`config.mk`:
```
export PLATFORM = sky130hd
export DESIGN_NAME = keypad_scanner
export DESIGN_NICKNAME = d
export VERILOG_FILES = /design/src/rtl/keypad_scanner.sv
export SDC_FILE = /design/constraint.sdc
export NUM_CORES = 1
export LEC_CHECK = 0
export CORE_ASPECT_RATIO = 1.1
export CORE_MARGIN = 1
export CORE_UTILIZATION = 60
export DETAILED_ROUTE_END_ITERATION = 8
export PLACE_DENSITY = 0.81
export SLEW_MARGIN = 20
export SYNTH_ARGS = -nofsm -noshare
export SYNTH_HDL_FRONTEND = slang
export SYNTH_SLANG_ARGS = --single-unit
export TNS_END_PERCENT = 20
```
`constraint.sdc`:
```
create_clock -name clk -period 4.9 [get_ports clk]
set_input_delay 1.47 -clock clk [delete_from_list [all_inputs] [get_ports clk]]
set_output_delay 1.47 -clock clk [all_outputs]
set_load 0.05 [all_outputs]
```
`src/rtl/keypad_scanner.sv`:
```
// ============================================================================
// keypad_scanner : 4x4 matrix keypad column scanner with whole-scan debounce
// Revision 1.0   : initial release
// ============================================================================
`default_nettype none

module keypad_scanner #(
    parameter int SCAN_DIV       = 1000,
    parameter int DEBOUNCE_SCANS = 250
) (
    input  logic       clk,
    input  logic       rst,
    input  logic [3:0] row,
    output logic [3:0] col,
    output logic [3:0] key_code,
    output logic       key_valid,
    output logic       key_held
);

    localparam int DIV_W  = $clog2(SCAN_DIV);
    localparam int STAB_W = $clog2(DEBOUNCE_SCANS + 1);

    typedef enum logic [1:0] {CLS_NONE, CLS_SINGLE, CLS_MULTI} cls_t;
    typedef enum logic {IDLE, PRESSED} state_t;

    logic [3:0]        row_s1, row_s2;
    logic [DIV_W-1:0]  div;
    logic [1:0]        col_idx;
    logic [1:0]        cnt;
    logic              found;
    logic [3:0]        first_key;
    cls_t              prev_cls;
    logic [3:0]        prev_key;
    logic [STAB_W-1:0] stab;
    logic              eval_d;
    state_t            state;

    logic       slot_end;
    logic [3:0] pressed;
    logic [2:0] slot_cnt;
    logic [1:0] slot_row;
    logic [2:0] total;
    logic [3:0] scan_key;
    cls_t       scan_cls;
    logic       same;

    assign col      = ~(4'b0001 << col_idx);
    assign slot_end = (div == DIV_W'(SCAN_DIV - 1));
    assign pressed  = ~row_s2;

    always_comb begin
        slot_cnt = 3'd0;
        slot_row = 2'd0;
        for (int r = 0; r < 4; r++)
            slot_cnt = slot_cnt + {2'b00, pressed[r]};
        // Walk downwards so the lowest pressed row wins.
        for (int r = 3; r >= 0; r--)
            if (pressed[r]) slot_row = 2'(r);
    end

    // Scan summary including the slot being sampled right now.
    assign total    = {1'b0, cnt} + slot_cnt;
    assign scan_key = found ? first_key : {slot_row, col_idx};
    assign scan_cls = (total == 3'd0) ? CLS_NONE :
                      (total == 3'd1) ? CLS_SINGLE : CLS_MULTI;
    assign same     = (scan_cls == prev_cls) &&
                      ((scan_cls != CLS_SINGLE) || (scan_key == prev_key));

    always_ff @(posedge clk) begin
        if (rst) begin
            row_s1    <= 4'hF;
            row_s2    <= 4'hF;
            div       <= '0;
            col_idx   <= 2'd0;
            cnt       <= 2'd0;
            found     <= 1'b0;
            first_key <= 4'd0;
            prev_cls  <= CLS_NONE;
            prev_key  <= 4'd0;
            stab      <= '0;
            eval_d    <= 1'b0;
            state     <= IDLE;
            key_code  <= 4'd0;
            key_valid <= 1'b0;
            key_held  <= 1'b0;
        end else begin
            key_valid <= 1'b0;
            eval_d    <= 1'b0;
            row_s1    <= row;
            row_s2    <= row_s1;

            if (slot_end) begin
                div     <= '0;
                col_idx <= col_idx + 2'd1;
                if (col_idx == 2'd3) begin
                    prev_cls <= scan_cls;
                    prev_key <= scan_key;
                    if (!same)
                        stab <= STAB_W'(1);
                    else if (stab != STAB_W'(DEBOUNCE_SCANS))
                        stab <= stab + STAB_W'(1);
                    eval_d <= 1'b1;
                    cnt    <= 2'd0;
                    found  <= 1'b0;
                end else begin
                    cnt <= (total >= 3'd2) ? 2'd2 : total[1:0];
                    if (!found && (slot_cnt != 3'd0)) begin
                        found     <= 1'b1;
                        first_key <= {slot_row, col_idx};
                    end
                end
            end else begin
                div <= div + DIV_W'(1);
            end

            // The FSM acts one cycle after the scan verdict is registered.
            if (eval_d && (stab == STAB_W'(DEBOUNCE_SCANS))) begin
                case (state)
                    IDLE: begin
                        if (prev_cls == CLS_SINGLE) begin
                            state     <= PRESSED;
                            key_code  <= prev_key;
                            key_valid <= 1'b1;
                            key_held  <= 1'b1;
                        end
                    end
                    PRESSED: begin
                        if (prev_cls == CLS_NONE) begin
                            state    <= IDLE;
                            key_held <= 1'b0;
                            stab     <= '0;
                        end
                    end
                    default: state <= IDLE;
                endcase
            end
        end
    end

endmodule

`default_nettype wire

```
# Word level (Yosys, flattened, before mapping)
# Cells that the tools add are included.
[totals]
in_bits = 6
output_inout_bits = 10
ff_bits = 49
word_cells = 83
[classes]
n_shift = 1
mux = 25
n_lt_le_gt_ge = 1
n_addsub = 7
reduce_logical = 17
bitwise = 6
n_eq_ne = 11
[ops]
columns = ["operator", "count"]
rows = [
  ["8-bit 2-to-1 mux", 7],
  ["2-bit 2-to-1 mux", 8],
  ["10-bit by 1-bit adder with 10-bit output (second input constant)", 1],
  ["10-bit equality test (second input constant)", 1],
  ["3-bit AND reduction", 3],
  ["8-bit by 1-bit adder with 8-bit output (second input constant)", 1],
  ["8-bit equality test (second input constant)", 1],
  ["8-bit inequality test (second input constant)", 1],
  ["4-bit inverter", 2],
  ["1-bit 2-to-1 mux", 7],
  ["4-bit equality test", 1],
  ["4-bit 2-to-1 mux", 1],
  ["2-bit by 1-bit inequality test with 1-bit output (second input constant)", 2],
  ["1-bit inverter", 4],
  ["1-bit case mux with 2 select lines", 2],
  ["2-bit AND reduction", 2],
  ["2-bit OR reduction", 2],
  ["1-bit by 2-bit left shift with 4-bit output (first input constant)", 1],
  ["2-bit by 1-bit adder with 3-bit output", 1],
  ["2-bit by 3-bit adder with 3-bit output", 1],
  ["3-bit by 1-bit adder with 3-bit output", 1],
  ["3-bit by 1-bit equality test with 1-bit output (second input constant)", 1],
  ["3-bit by 2-bit greater-or-equal comparator with 1-bit output (second input constant)", 1],
  ["1-bit logical AND", 3],
  ["other kinds (13)", 13],
]

# Depth between registers and ports, before layout
[depth]
ltp_word = 17
depth_mapped = 11

# Worst setup path before layout
# No wires, ideal clock.
[synth_path]
path_kind = "register to register"
from = "register row_s2[0]"
to = "register stab[0]"
required_time_ns = 4.842
setup_ns = 0.058
path_stages_with_launch = 12
path_slack_ns = 2.006
t_arrival_ns = 2.836
path_cell_list = "dfxtp_1 fa_1 inv_1 ha_1 ha_1 fa_1 xor2_1 nor2_1 xnor2_1 o22ai_1 a21oi_2 o21a_1"
[synth_between]
elab_chain_cells = 17
word_cells_on_any_way = 22
cone_classes = "add/sub: 4; eq/ne: 4; mux: 10; bitwise: 1; reduce/logical: 3"
[synth_rtl]
columns = ["item", "line_no", "rtl"]
rows = [
  ["start: declaration", "26", "logic [3:0] row_s1, row_s2;"],
  ["start signal: assignment", "90", "row_s2 <= row_s1;"],
  ["4-bit inverter (*)", "49", "assign pressed = ~row_s2;"],
  ["1-bit by 1-bit adder with 2-bit output", "55", "slot_cnt = slot_cnt + {2'b00, pressed[r]};"],
  ["2-bit by 1-bit adder with 3-bit output", "55", ""],
  ["3-bit by 1-bit adder with 3-bit output", "55", ""],
  ["2-bit by 3-bit adder with 3-bit output", "62", "assign total = {1'b0, cnt} + slot_cnt;"],
  ["3-bit by 1-bit equality test with 1-bit output", "65", "(total == 3'd1) ? CLS_SINGLE : CLS_MULTI;"],
  ["2-bit 2-to-1 mux", "65", ""],
  ["2-bit 2-to-1 mux", "64", "assign scan_cls = (total == 3'd0) ? CLS_NONE :"],
  ["2-bit by 1-bit inequality test with 1-bit output", "67", "((scan_cls != CLS_SINGLE) || (scan_key == prev_key));"],
  ["1-bit logical OR", "67", ""],
  ["1-bit logical AND (*)", "66", "assign same = (scan_cls == prev_cls) &&"],
  ["8-bit 2-to-1 mux (*)", "98", "if (!same)"],
  ["8-bit 2-to-1 mux (*)", "95", "if (col_idx == 2'd3) begin"],
  ["8-bit 2-to-1 mux (*)", "92", "if (slot_end) begin"],
  ["8-bit 2-to-1 mux", "128", "if (prev_cls == CLS_NONE) begin"],
  ["8-bit 2-to-1 mux", "118", "case (state)"],
  ["8-bit 2-to-1 mux (*)", "117", "if (eval_d && (stab == STAB_W'(DEBOUNCE_SCANS))) begin"],
  ["end signal: assignment", "101", "stab <= stab + STAB_W'(1);"],
  ["end: declaration", "34", "logic [STAB_W-1:0] stab;"],
]
# Every way passes the cells marked *; elsewhere a longest branch is shown, timed or not.
# A chain may end at the register's enable or synchronous reset.

# Final worst setup path
[layout_path]
from = "register col_idx[0]"
to = "output col[3]"
[layout_between]
elab_chain_cells = 2
[layout_rtl]
columns = ["item", "line_no", "rtl"]
rows = [
  ["start: declaration", "28", "logic [1:0] col_idx;"],
  ["start signal: assignment", "94", "col_idx <= col_idx + 2'd1;"],
  ["1-bit by 2-bit left shift with 4-bit output", "47", "assign col = ~(4'b0001 << col_idx);"],
  ["4-bit inverter", "47", ""],
  ["end: declaration", "14", "output logic [3:0] col,"],
]
# Every way passes these cells.

==> metrics.md <==
| Metric | Value |
|---|---|
| Worst Min Path Start | `row_s1[1]$_SDFF_PP1_` |
| Cell area after synthesis | `about 0.0022 mm2` |
| Port bufs | `15` |
| Worst R2R Setup Slack | `roughly 1800 ps` |
| ANT cells | `0` |
| Type of origin of the critical path | `register` |
| Clock slew at reported path FFs | `140 ps` |
| Sequential fraction of the synthesis area | `0.448` |
| Min Tclk post-route | `approximately 3400 ps` |
| GR Util All Layers | `0.223` |
| Leakage | `0.942 nW` |
| Fillers | `283` |
| Layout cell share with drive strength beyond 1 | `0.102` |
| Crit path arrival time | `1960 ps` |
| Setup TNS | `0 ps` |
| Avg Cell Area, Syn | `slightly above 9 um2` |
| Cell Count, Final, Fillers Out | `303` |
| Largest cells by area after synthesis | `dfxtp_1, nor2_1, mux2i_1, ha_1, xnor2_1` |
| Vias | `1604` |
| Iteration-0 DRC Markers | `45` |
| Setup violators final | `0` |
| WHS Path Cells | `1` |
| Final #Nets | `approximately 270` |
| Initial antenna violation count | `0` |
| Post-Route Utilization | `0.715` |
| Post-synth EDFFs | `0` |
| DRC errors left | `0` |
| Largest net degree at the start of global routing | `22` |
| Synth Instances | `238` |
| Post-DRT Antenna Nets | `0` |
| WL/cell | `12.0 um` |
| Clk buf depth | `2` |
| Register Area | `approximately 1000 um2` |
| Synth warn | `0` |
| Detailed Place HPWL | `between 2 and 3 mm` |
| Site row count | `22` |
| Crit-path cells | `ha_1 > inv_1 > clkdlybuf4s50_1` |
| Slowest stage delay, CP | `approximately 800 ps` |
| Asr flop ratio synth | `0` |
| Gates resized, CTS repair | `0` |
| Setup CP Type | `reg -> out` |
| Slew margin rel. | `0.550` |
| Post-synthesis sequential element count | `49` |
| Launching point of the worst reg2reg path | `row_s2[0]$_SDFF_PP1_` |
| GRT overflow | `0` |
| Post-route clock period utilization | `0.700` |
| Slew of the pin with the lowest slew margin | `670 ps` |
| CTS tree | `built` |
| Multi-input combinational cell area | `0.00113 mm2` |
| Die area | `0.00390 mm2` |
| Max cap viols | `0` |
| First-pass GRT wire length | `approximately 6.5 mm` |
| Clock insertion delay at the later pin of the skew report | `370 ps` |
| Placer Congestion | `0.841` |
| Die height | `65.4 um` |
| Req. time, crit path | `3430 ps` |
| R2r endpoint | `stab[0]$_SDFF_PP0_` |
| Placed cells | `roughly 300` |
| Status | `complete, no violations` |
| CP max stage cell | `clkdlybuf4s50_1` |
| Hold EP | `row_s2[1]$_SDFF_PP1_` |
| Fmax | `292 MHz` |
| PwrDens | `~260 mW/mm2` |
| Post-synth top area share | `0.448` |
| Syn nets | `roughly 260` |
| Hold_buf cts | `0` |
| Chip Width | `59.6 um` |
| Worst R2R Path Depth | `11` |
| Pre-antenna DRT Iters | `4` |
| Endpoint type of the worst setup path | `primary output` |
| Final Power | `626 uW` |
| Count leader, synth | `dfxtp_1` |
| Crit Path Max Fanout | `8` |
| Post-Route Skew | `8.86 ps` |
| Final count of hold timing violations | `0` |
| Area grow syn2layout | `11.4%` |
| Vias in the first global route | `1456` |
| Root buffer cell | `clkbuf_4` |
| Unrepaired setup endpoints after global routing | `false` |
| Final WL | `3.65 mm` |
| Setup bufs post-CTS | `0` |
| Top_reg_cell synth | `dfxtp_1` |
| Max-slew violations | `0` |
| CTS H-tree depth | `2` |
| Maximum vdd ir drop | `0.000233 V` |
| Post-synth cell types | `37` |
| I/O pins | `16` |
| Vias per inst | `about 5.3` |
| Clock tree sinks | `49` |
| Total CTS buffers | `5` |
| Initial core utilization | `0.642` |
| Hold crit path type | `reg -> reg` |
| Core Area | `roughly 0.0034 mm2` |
| Largest area contributor in the synthesized netlist | `dfxtp_1` |
| List of most frequent post-synthesis cells | `dfxtp_1, nor2_1, inv_1, a21oi_1, mux2i_1` |
-- sequential cells by signal (all words and copies together), names as in the netlist, named ones only --
register,count
row_s1,4
found,1
key_held,1
row_s2,4
first_key,4
prev_cls,2
eval_d,1
key_valid,1
div,10
stab,8
prev_key,4
col_idx,2
key_code,4
cnt,2
-- layout make-up --
cell class	count	area share
multi-input cells	168	0.463
flip-flops and latches	49	0.402
repair buffers	16	0.0646
well taps	48	0.0246
inverters	14	0.0215
clock buffers	5	0.0154
clock inverters	3	0.00872
-- power breakdown --
group          internal [mW]  switching [mW]  leakage, nW  total, mW
registers              0.404         0.00295        0.397      0.407
logic                 0.0143          0.0179        0.514     0.0322
clock network         0.0569           0.131       0.0316      0.188
-- worst max-delay path by stage --
stage                             from                  to  cells past startpoint
4_1_cts        col_idx[0]$_SDFFE_PP0N_              col[3]                      3
5_1_grt        col_idx[0]$_SDFFE_PP0N_              col[3]                      3
6_report       col_idx[0]$_SDFFE_PP0N_              col[3]                      3
3_5_place_dp      row_s2[0]$_SDFF_PP1_  stab[0]$_SDFF_PP0_                     10
3_3_place_gp      row_s2[0]$_SDFF_PP1_  stab[0]$_SDFF_PP0_                     11
2_1_floorplan     row_s2[0]$_SDFF_PP1_  stab[0]$_SDFF_PP0_                     11
-- critical path, delay by kind of cell (launching register included) --
kind,cells,cell delay [ps]
buffers and inverters,2,880
DFF,1,380
adders and majority gates,1,320
-- layer usage --
layer	routed length, um	vias to the layer above	part of all wire	global-route usage
met1	1740	744	0.48	0.286
met4	65	0	0.018	0.0785
met5	0	-	0	0
met3	140	6	0.038	0.0591
met2	1700	31	0.47	0.358
li1	-	823	-	-
-- cell usage in the layout (no fill, tap or decap), types with 2 or more instances in the layout --
cell,Yosys,layout
clkdlybuf4s50_1,0,15
mux2i_1,13,13
nor3_1,9,9
and2_1,3,3
dfxtp_1,49,49
and3_1,2,2
nand3_1,4,4
xor2_1,9,9
nor2_1,45,45
o21ai_0,2,2
nand2b_1,2,2
xnor2_1,10,10
clkbuf_4,0,5
or2_2,9,9
or3_1,2,2
fa_1,2,2
nand4_1,4,4
a21oi_1,13,13
ha_1,10,10
inv_1,14,14
nand2_1,12,12
nor3_2,2,2
-- kinds of logic (layout without fill, tap and decap cells) --
logic type                 Yosys count  in the layout  share of synthesized area
buffers and inverters               21             38                     0.0365
xor gates and xnor gates            19             19                     0.0760
adders and majority gates           12             12                     0.0754
DFF                                 49             49                      0.448
and+or+nand+nor                    100            100                      0.231
muxes                               13             13                     0.0594
AOI/OAI and AO/OA                   24             24                     0.0743
-- metrics by stage --
step           hold slack [ps]  cell area [um2]  worst slack (ps)
2_1_floorplan              389             2190              2010
3_3_place_gp               392             2380              1850
3_5_place_dp               395             2380              1820
4_1_cts                    428             2440              1450
5_1_grt                    446             2440              1340
6_report                   426             2440              1470
No activity file was read; power rests on OpenSTA's default activity.
